**src/rtl/regfile_wb_arbiter.sv**
```systemverilog
// regfile_wb_arbiter
//   Arbitrates the single register-file write port between the ALU writeback
//   path and the load-return path. ALU results wait in a small in-order FIFO.
//   Loads have priority. A streak counter forces one FIFO pop after
//   STARVE_LIMIT consecutive load grants so that queued ALU writes always drain.
//   Optional build macro: WB_ARB_BYPASS_EN. When it is defined, an ALU request
//   that arrives with the FIFO empty and no load grant writes directly, with
//   1-cycle latency. When it is not defined, every accepted ALU request is queued.
module regfile_wb_arbiter #(
  parameter int DATA_W       = 32,
  parameter int ADDR_W       = 4,
  parameter int DEPTH        = 2,
  parameter int STARVE_LIMIT = 4
) (
  input  logic              clk,
  input  logic              reset,
  input  logic              alu_valid,
  input  logic [ADDR_W-1:0] alu_rd,
  input  logic [DATA_W-1:0] alu_data,
  output logic              alu_ready,
  input  logic              ld_valid,
  input  logic [ADDR_W-1:0] ld_rd,
  input  logic [DATA_W-1:0] ld_data,
  output logic              ld_ready,
  output logic              wb_en,
  output logic [ADDR_W-1:0] wb_rd,
  output logic [DATA_W-1:0] wb_data
);

  localparam int PTR_W = $clog2(DEPTH);
  localparam int CNT_W = $clog2(DEPTH) + 1;
  localparam int STK_W = $clog2(STARVE_LIMIT + 1);
  localparam logic [CNT_W-1:0] DEPTH_C = CNT_W'(DEPTH);
  localparam logic [STK_W-1:0] LIMIT_C = STK_W'(STARVE_LIMIT);

  localparam logic [0:0] ARB_LD        = 1'b0;
  localparam logic [0:0] ARB_ALU_FORCE = 1'b1;

  logic [ADDR_W-1:0] fifo_rd_r   [DEPTH];
  logic [DATA_W-1:0] fifo_data_r [DEPTH];
  logic [PTR_W-1:0]  wr_ptr_r;
  logic [PTR_W-1:0]  rd_ptr_r;
  logic [CNT_W-1:0]  count_r;
  logic [STK_W-1:0]  streak_r;
  logic [0:0]        state_r;

  logic              fifo_empty_s;
  logic              alu_acc_s;
  logic              ld_grant_s;
  logic              pop_s;
  logic              push_s;
  logic              bypass_s;
  logic              win_s;
  logic [ADDR_W-1:0] win_rd_s;
  logic [DATA_W-1:0] win_data_s;
  logic [0:0]        state_nxt_s;
  logic [STK_W-1:0]  streak_nxt_s;
  logic [STK_W-1:0]  streak_inc_s;

  // The ALU ready signal looks only at the current occupancy, not at a same-cycle pop.
  assign alu_ready    = !reset && (count_r < DEPTH_C);
  assign ld_ready     = !reset && (state_r == ARB_LD);
  assign fifo_empty_s = (count_r == {CNT_W{1'b0}});
  assign alu_acc_s    = alu_valid && alu_ready;
  assign ld_grant_s   = ld_valid && ld_ready;
  assign push_s       = alu_acc_s && !bypass_s;
  assign streak_inc_s = streak_r + STK_W'(1);

  // Pick the single write-port winner: load first, then FIFO head, then optional bypass.
  always_comb begin
    pop_s      = 1'b0;
    bypass_s   = 1'b0;
    win_s      = 1'b0;
    win_rd_s   = fifo_rd_r[rd_ptr_r];
    win_data_s = fifo_data_r[rd_ptr_r];
    if (ld_grant_s) begin
      win_s      = 1'b1;
      win_rd_s   = ld_rd;
      win_data_s = ld_data;
    end else if (!fifo_empty_s) begin
      win_s = 1'b1;
      pop_s = 1'b1;
`ifdef WB_ARB_BYPASS_EN
    end else if (alu_acc_s) begin
      win_s      = 1'b1;
      bypass_s   = 1'b1;
      win_rd_s   = alu_rd;
      win_data_s = alu_data;
`endif
    end else begin
      win_s = 1'b0;
    end
  end

  // Starvation guard: count load grants that pass a waiting FIFO, then force one pop.
  always_comb begin
    state_nxt_s  = state_r;
    streak_nxt_s = streak_r;
    case (state_r)
      ARB_LD: begin
        if (ld_grant_s && !fifo_empty_s) begin
          streak_nxt_s = streak_inc_s;
          if (streak_inc_s >= LIMIT_C) begin
            state_nxt_s = ARB_ALU_FORCE;
          end else begin
            state_nxt_s = ARB_LD;
          end
        end else begin
          streak_nxt_s = {STK_W{1'b0}};
          state_nxt_s  = ARB_LD;
        end
      end
      ARB_ALU_FORCE: begin
        streak_nxt_s = {STK_W{1'b0}};
        state_nxt_s  = ARB_LD;
      end
      default: begin
        streak_nxt_s = {STK_W{1'b0}};
        state_nxt_s  = ARB_LD;
      end
    endcase
  end

  // FIFO payload storage; entries are only meaningful while counted, so no reset.
  always_ff @(posedge clk) begin
    if (push_s) begin
      fifo_rd_r[wr_ptr_r]   <= alu_rd;
      fifo_data_r[wr_ptr_r] <= alu_data;
    end
  end

  // FIFO pointers, occupancy and arbiter state; reset discards queued entries.
  always_ff @(posedge clk) begin
    if (reset) begin
      wr_ptr_r <= {PTR_W{1'b0}};
      rd_ptr_r <= {PTR_W{1'b0}};
      count_r  <= {CNT_W{1'b0}};
      streak_r <= {STK_W{1'b0}};
      state_r  <= ARB_LD;
    end else begin
      if (push_s) begin
        wr_ptr_r <= wr_ptr_r + PTR_W'(1);
      end
      if (pop_s) begin
        rd_ptr_r <= rd_ptr_r + PTR_W'(1);
      end
      case ({push_s, pop_s})
        2'b10:   count_r <= count_r + CNT_W'(1);
        2'b01:   count_r <= count_r - CNT_W'(1);
        default: count_r <= count_r;
      endcase
      streak_r <= streak_nxt_s;
      state_r  <= state_nxt_s;
    end
  end

  // Register the winner onto the write port; index and data hold when idle.
  always_ff @(posedge clk) begin
    if (reset) begin
      wb_en   <= 1'b0;
      wb_rd   <= {ADDR_W{1'b0}};
      wb_data <= {DATA_W{1'b0}};
    end else begin
      wb_en <= win_s;
      if (win_s) begin
        wb_rd   <= win_rd_s;
        wb_data <= win_data_s;
      end
    end
  end

endmodule

```
**config.mk**
```make
export PLATFORM = sky130hd
export DESIGN_NAME = regfile_wb_arbiter
export DESIGN_NICKNAME = d
export VERILOG_FILES = /design/src/rtl/regfile_wb_arbiter.sv
export SDC_FILE = /design/constraint.sdc
export NUM_CORES = 1
export LEC_CHECK = 0
export BUFFER_PORTS_ARGS = -buffer_cell sky130_fd_sc_hd__buf_2
export CELL_PAD_IN_SITES_DETAIL_PLACEMENT = 1
export CELL_PAD_IN_SITES_GLOBAL_PLACEMENT = 2
export CORE_ASPECT_RATIO = 1.2
export CORE_MARGIN = 2
export CORE_UTILIZATION = 38
export DETAILED_ROUTE_END_ITERATION = 8
export PLACE_DENSITY = 0.88
export SYNTH_ARGS = -nofsm -noshare
export SYNTH_HDL_FRONTEND = slang
export SYNTH_SLANG_ARGS = --single-unit
```
**constraint.sdc**
```tcl
create_clock -name clk -period 4.75 [get_ports clk]
set_clock_uncertainty 0.15 [all_clocks]
set_input_delay 0.95 -clock clk [delete_from_list [all_inputs] [get_ports clk]]
set_output_delay 0.95 -clock clk [all_outputs]
set_load 0.005 [all_outputs]
```
==> metrics.txt, run 1 <==
outcome finished clean; Synth Area in Compound Gates approximately an eighth; Final Setup Violations 0; end of the worst hold path streak_r[0]; vias per inst between 5 and 6; CTS tree done; # diodes 0; placed standard-cell area 5360 sq um; Die Ht 126 um; final net count 542; via count of the routed design 3278; synthesis warning total 0; Max Slew Vio Count 0; mux contribution to synthesized area 7.59%; First-pass DRT Iterations 4; 1st-iter DRT viols 138; post-CTS setup buffer count 0; CP endpoint kind output port; IO Pins 115; Netlist cell types 24; Worst-Skew Late Latency about 0.40 ns; Mapped Nets 437; register-to-register setup slack 2.20 ns; period utilization 62.7%; critical path required time 3.65 ns; initial antenna violation count 0; share of post-route cells with drive strength above 1 a little under two fifths; H-tree level count 4; clock share of power between 30 and 40%; Synth-to-Final Area Change 25.6%; Lkg Pwr between 2 and 2.5 nW; FILL cells 1280; worst r2r path cells 5; Remaining Overflow, GRT 0; CTS Root Cell clkbuf_16; ANT nets after route 0; post-synthesis simple-gate area fraction 8.85%; DRC errors left 0; RSZ-0062 raised after global routing false; Finished Core Util between 40 and 50%; Startpoint Class input pin; Fin Hold WS 0.292 ns; drt wl/cell 18.0 um; gr usage total 17.8%; post-synthesis adder-cell area fraction 0.527%; Synth Area in XOR/XNOR 0.738%; Hold Path Depth 1; max-cap viol count 0; fmax 336 MHz; CTS max path bufs 2; Site Rows between 40 and 50; CTS Buf Count 17; CTS resizes 0; Slew Limit Headroom 22.1%; synthesized instance count 359; hold_sp streak_r[0]; sequential fraction of the synthesis area about two thirds; first-pass GRT wire length 18.1 mm; switching pwr 1.14 mW; Seq cells post-synth 118; setup TNS 0 ns; vias in the first global route 3592; R2R Path End count_r[1]; crit-path max FO 28; Arr. time, crit path roughly 1.9 ns; Core ar. 12200 sq um; RePlAce Congestion 0.694; worst r2r src count_r[0]; Period minus WS final 2.98 ns; Synth Cell Area 4750 sq um; final-report hold violation count 0; IO Port Bufs about 110; final wirelength 11.5 mm; worst vdd ir 0.000306 V; Clock Pin Slew Worst Setup and Hold Paths 0.05 ns; Final HPWL DP 6.91 mm; Clock Sinks ~120; Net Sw Frac 29.8%; Final Power 3.84 mW; Die W 106 um; register share of total power 40.5%; Hold Path Class flop to flop; Synth Area per Inst ~13 sq um; largest net degree at the start of global routing 76; Internal Pwr Total 2.69 mW; starting density of the core 39.0%; PD cells 643 nW/um^2; die area ~13000 sq um; main combinational cell family by area after synthesis compound AO/OA/AOI/OAI gates; Design Area, Final between 5000 and 6000 sq um; Hold Buf Count CTS 0; Logic pwr share 25.2%; CP startpoint reset; Worst-Margin Slew 1.17 ns; CP Class input pin to output port
## state kept, by name, summed over array words and instances, names as in the netlist, named ones only
register	flops
count_r	2
fifo_data_r	64
fifo_rd_r	8
rd_ptr_r	1
state_r	1
streak_r	3
wb_data	32
wb_en	1
wb_rd	4
wr_ptr_r	1
## metrics by stage
| step | cells | setup WS (ns) |
|---|---|---|
| finish | 638 | 1.77 |
| global route | 638 | 1.70 |
| CTS | 638 | 1.75 |
| detailed placement | 606 | 1.55 |
| global placement | 606 | 1.69 |
| floorplan | 359 | 1.27 |
## power by group through the flow
stage               combinational, mW  sequential (mW)  clock (mW)
floorplan                       0.864             1.40           0
global placement                0.933             1.56           0
detailed placement              0.971             1.57           0
CTS                             0.988             1.56        1.34
global route                     1.07             1.59        1.38
finish                          0.966             1.55        1.32
## worst max path at each step
stage,end,slack [ns],cells after the start
final,alu_ready,1.77,3
after global routing,alu_ready,1.70,3
after CTS,alu_ready,1.75,3
after detailed placement,fifo_rd_r[0][1],1.55,4
after global placement,fifo_rd_r[0][1],1.69,4
after floorplan,fifo_data_r[0][0],1.27,4
## cells by family (layout without fill, tap and decap cells)
| logic type | Yosys count | in the layout |
|---|---|---|
| adders and majority gates | 2 | 2 |
| xor gates and xnor gates | 4 | 4 |
| muxes | 36 | 36 |
| buffers and inverters | 30 | 148 |
| AOI/OAI and AO/OA | 78 | 78 |
| and+or+nand+nor | 91 | 91 |
| DFF | 118 | 118 |
## cell usage in the layout (no fill, tap or decap), types with 4 or more instances in the layout
master,synthesis,routed
clkinv_2,0,4
buf_2,8,114
a211o_1,36,36
edfxtp_1,72,72
a21oi_2,29,29
nand2_1,38,38
nor2_1,7,6
a21oi_1,11,11
nor3_1,39,39
clkbuf_16,0,17
dfxtp_1,46,43
bufinv_16,0,4
clkbuf_1,8,4
mux2i_1,36,36
## routing by layer
layer | track usage, % | share of wire, %
met3 | 4.21 | 3.5
met4 | 7.12 | 1.6
met2 | 33.4 | 56
met5 | 0 | 0
met1 | 18.9 | 39
## synth_stat cells
master / n / area (sq um)
or2_1: 1 / 6.26
nand2_1: 38 / 143
a21oi_2: 29 / 254
ha_1: 2 / 25.0
clkbuf_1: 8 / 30.0
and3_1: 2 / 12.5
nor2_1: 7 / 26.3
o21ai_0: 1 / 5.00
a21oi_1: 11 / 55.1
buf_4: 6 / 45.0
nor3b_4: 1 / 18.8
edfxtp_1: 72 / 2160
dfxtp_1: 46 / 921
buf_1: 2 / 7.51
nor3_1: 39 / 195
xnor2_1: 3 / 26.3
o21ai_1: 1 / 5.00
or3_1: 2 / 12.5
nor2b_1: 1 / 6.26
a211o_1: 36 / 315
mux2i_1: 36 / 360
xor2_1: 1 / 8.76
buf_6: 6 / 67.6
buf_2: 8 / 40.0
## critical path, cell delays in order
cell    delay (ns)
buf_2         0.55
nor2_1        0.16
buf_2         0.19
## area by class of cell
cell class              count  area, sq um  area share (%)
clock inverters            10          153            2.56
clock buffers              22          454            7.61
multi-input cells         211         1480            24.9
repair buffers            116          586            9.82
well taps                 161          201            3.38
flip-flops and latches    118         3090            51.8
No activity file was read; power rests on OpenSTA's default activity.
==> run 2, diff against run 1 <==
- CORE_UTILIZATION: 38 -> 32
- PLACE_DENSITY: 0.88 -> 0.8
- clock period: 4.75 -> 2.7 ns (I/O delays scaled with it)
==> run 2 against run 1 <==
  * Clock-buffer cell count grew 4
  * Sequential power grew 64%
  * Register-to-register slack got worse by 1.5 ns
  * Worst hold slack worse by 0.13 ns
  * Core utilization shrank 7.4 points
==> metrics.txt, run 2 (same netlist as run 1, synthesis figures left out) <==
outcome finished clean; drt wl/cell 17.3 um; H-tree level count 4; most common cell after layout, fill and taps aside buf_2; largest net degree at the start of global routing 41; # diodes 0; biggest regs fifo_data_r (64), wb_data (32), fifo_rd_r (8); starting density of the core 32.8%; Largest register FFs 64; pre-CTS WS 0.566 ns; CTS max path bufs 2; worst r2r src count_r[0]; First-pass DRT Iterations 4; Remaining Overflow, GRT 0; RePlAce Congestion 0.716; Worst-Margin Slew 0.839 ns; Synth-to-Final Area Change 26.8%; CP most frequent cell buf_2; post-CTS setup buffer count 0; share of post-route cells with drive strength above 1 a little under two fifths; Max Slew Vio Count 0; crit-path max FO 26; Arr. time, crit path approximately 1.4 ns; DRC errors left 0; dpl cells approximately 650; CP Class input pin to output port; final net count 550; fmax about 480 MHz; Hold Path Class input pin to flop; worst vdd ir approximately 0.00048 V; IO Port Bufs 114; Hold Buf Count CTS 0; Crit path max-delay family buffers and inverters; Final Setup Violations 0; hold_sp alu_data[13]; Reg with most FFs fifo_data_r; CTS Buf Count 17; Worst-Skew Late Latency approximately 0.4 ns; final setup margin 0.622 ns; critical path required time 2.01 ns; CTS resizes 0; most frequent cells in the layout buf_2 (114), edfxtp_1 (72), dfxtp_1 (43); Die W 115 um; setup TNS 0 ns; Net Sw Frac a little under a third; Final HPWL DP around 7.7 mm; Clock Pin Slew Worst Setup and Hold Paths 0.05 ns; Logic pwr share about 30%; vias per inst 4.86; Final Power 6.47 mW; PD cells approximately 1100 nW/um^2; CP startpoint reset; clock share of power 30.4%; Lkg Pwr approximately 2.3 nW; Die Ht 137 um; period utilization between 70% and 80%; CTS Root Cell clkbuf_16; Clock Sinks 118; max-cap viol count 0; 1st-iter DRT viols about 150; Slew Limit Headroom ~44%; Startpoint Class input pin; Critical Path, Cell by Cell buf_2, buf_4, nor2_1, buf_2; final-report hold violation count 0; switching pwr 2.02 mW; vias in the first global route between 3000 and 4000; final std cells w/o fill about 700; CTS tree done; initial antenna violation count 0; final wirelength 11.9 mm; die area 15800 sq um; first-pass GRT wire length 18.5 mm; CP endpoint kind output port; RSZ-0062 raised after global routing false; Core ar. 14500 sq um; Site Rows 48; register share of total power 39.3%; Internal Pwr Total about 4.5 mW; Fin Hold WS 0.164 ns; via count of the routed design 3332; IO Pins 115; Buf/Inv on CP 3; Slowest cell on crit path buf_4; gr usage total 16.0%; max incr delay on CP ~0.4 ns; Period minus WS final 2.08 ns; ANT nets after route 0
## run 2: layout make-up
type,instances,area [sq um]
fill,1529,8450
sequential,118,3090
multi-input combinational,211,1480
timing repair buffer,124,683
clock buffer,26,489
tap,200,250
clock inverter,6,26.3
## run 2: final timing paths
kind,depth (start not counted),slack [ns],end
min reg2reg,1,0.28,streak_r[0]
max reg2reg,5,0.72,count_r[1]
max,4,0.62,ld_ready
min,1,0.16,fifo_data_r[0][13]
## run 2: per-layer routing
layer	part of all wire (%)	routed length, um	track usage [%]
met2	53	6270	28.3
met5	0	0	0
met4	3.1	365	9.71
met1	40	4800	17.3
met3	3.5	418	3.70
## run 2: power by group through the flow
stage               Sequential (mW)  Clock, mW  Combinational (mW)
floorplan                      2.47          0                1.52
global placement               2.57          0                1.94
detailed placement             2.58          0                2.00
CTS                            2.55       2.02                2.01
global route                   2.59       2.09                2.19
finish                         2.54       1.97                1.96
## run 2: per-stage QoR
step	utilization, %	area [sq um]
2_1_floorplan	-	4750
3_3_place_gp	38.0	5500
3_5_place_dp	38.0	5500
4_1_cts	41.6	6020
5_1_grt	41.6	6020
6_report	41.6	6020
==> run 3, diff against run 2 <==
- CORE_UTILIZATION: 32 -> 35
- PLACE_DENSITY: 0.8 -> 0.83
- clock period: 2.7 -> 2.1 ns (I/O delays scaled with it)
==> run 3 against run 2 <==
  * Sequential power increased by 24%
  * Highest routed layer unchanged
  * Clock power increased by 56%
  * Clock-buffer cell count shrank 2
  * Final cell count fell by 4.1%
  * Cell area rose by 2.1%
==> metrics.txt, run 3 (same netlist as run 1, synthesis figures left out) <==
outcome finished clean; final wirelength 11.6 mm; period utilization 90.9%; Worst-Margin Slew approximately 0.85 ns; Die Ht 132 um; Arr. time, crit path between 2 and 2.5 ns; Lkg Pwr around 2.4 nW; max-cap viol count 0; final net count roughly 550; R2R Path End wb_data[18]; Final HPWL DP between 7 and 8 mm; vias per inst 4.99; register area ~3100 sq um; register-to-register setup slack between 0.15 and 0.2 ns; Slowest cell on crit path or2_2; Hold Path Class input pin to flop; CP endpoint kind flop; IO Pins 115; final-report hold violation count 0; most common cell after layout, fill and taps aside buf_2; worst r2r path cells 4; post-CTS setup buffer count 0; CP endpoint wb_data[18]; fmax 524 MHz; IO Port Bufs around 110; Core ar. 13200 sq um; starting density of the core between 30% and 40%; Die W 110 um; Max Slew Vio Count 0; Remaining Overflow, GRT 0; Site Rows 46; Period minus WS final 1.91 ns; Worst-Skew Late Latency 0.40 ns; First-pass DRT Iterations 4; PD cells 1450 nW/um^2; Largest register FFs 64; gr usage total 16.9%; CTS Buf Count 17; biggest regs fifo_data_r (64), wb_data (32), fifo_rd_r (8); Hold Buf Count CTS 0; via count of the routed design 3280; drt wl/cell approximately 18 um; first-pass GRT wire length 18.3 mm; 1st-iter DRT viols 79; multi-input logic area 1490 sq um; DRC errors left 0; largest net degree at the start of global routing 76; dpl cells 625; Finished Core Util 46.4%; Clock Sinks 118; CTS resizes 0; Critical Path, Cell by Cell buf_4, or2_2, a211o_1, a21oi_2; CTS max path bufs 2; worst r2r src count_r[1]; Startpoint Class flop; Reg with most FFs fifo_data_r; vias in the first global route 3562; CP startpoint count_r[1]; RePlAce Congestion 0.718; max incr delay on CP 0.71 ns; setup TNS 0 ns; FILL cells 1448; Slew Limit Headroom 43.1%; Synth-to-Final Area Change 29.4%; Final Setup Violations 0; crit-path max FO 37; most frequent cells in the layout buf_2 (114), edfxtp_1 (72), dfxtp_1 (43); critical path required time 2.21 ns; H-tree level count 4; ANT nets after route 0; RSZ-0062 raised after global routing false; Clock Pin Slew Worst Setup and Hold Paths 0.05 ns; worst vdd ir 0.000645 V; final std cells w/o fill 657; CTS tree done; Fin Hold WS around 0.06 ns; CP Class flop to flop; # diodes 0; CTS Root Cell clkbuf_16; initial antenna violation count 0; share of post-route cells with drive strength above 1 39.7%; die area ~15000 sq um
-- run 3: cell types whose count changed in the layout (fill, tap and decap cells not counted) --
cell / delta
clkbuf_8: +1
ha_2: +1
clkinvlp_4: +2
ha_1: -1
clkbuf_1: -3
clkinv_1: -3
bufinv_16: +4
clkinv_2: -1
buf_12: +1
buf_4: +3
-- run 3: power by group --
group	switching (mW)	total, mW	internal, mW	leakage [nW]
clock	0.961	3.07	2.11	0.306
combinational	1.42	2.67	1.25	1.03
sequential	0.209	3.15	2.94	1.04
-- run 3: layer usage --
| layer | share of wire [%] | track usage, % |
|---|---|---|
| met3 | 4.2 | 4.46 |
| met5 | 0 | 0 |
| met4 | 1.5 | 6.53 |
| met1 | 40 | 18.4 |
| met2 | 55 | 30.4 |
-- run 3: cell type report --
type	instances	area share [%]
clock buffers	24	8.00
flip-flops and latches	118	50.2
multi-input cells	211	24.2
well taps	168	3.42
repair buffers	128	11.8
clock inverters	8	2.36
-- run 3: worst max-delay path: cells and delay by family (launching register included) --
| kind | cells | cell delay, ns |
|---|---|---|
| AOI/OAI and AO/OA | 2 | 0.30 |
| buffers and inverters | 1 | 0.22 |
| and+or+nand+nor | 1 | 0.71 |
| DFF | 1 | 0.36 |
-- run 3: through the flow --
| stage | setup WS (ns) | total power, mW | cell area (sq um) |
|---|---|---|---|
| 2_1_floorplan | 0.0217 | 5.13 | 4770 |
| 3_3_place_gp | 0.201 | 5.81 | 5510 |
| 3_5_place_dp | 0.133 | 5.92 | 5510 |
| 4_1_cts | 0.146 | 9.04 | 6150 |
| 5_1_grt | 0.0729 | 9.39 | 6150 |
| 6_report | 0.191 | 8.89 | 6150 |
-- run 3: how the worst min path moves through the flow --
stage                 start                 end  slack (ns)  depth (start not counted)
6_report       alu_data[17]  fifo_data_r[1][17]        0.06                          1
3_5_place_dp    streak_r[0]         streak_r[0]        0.28                          1
5_1_grt         alu_data[1]   fifo_data_r[0][1]        0.04                          1
4_1_cts        alu_data[17]  fifo_data_r[1][17]        0.03                          1
3_3_place_gp    streak_r[0]         streak_r[0]        0.27                          1
2_1_floorplan   streak_r[0]         streak_r[0]        0.26                          1
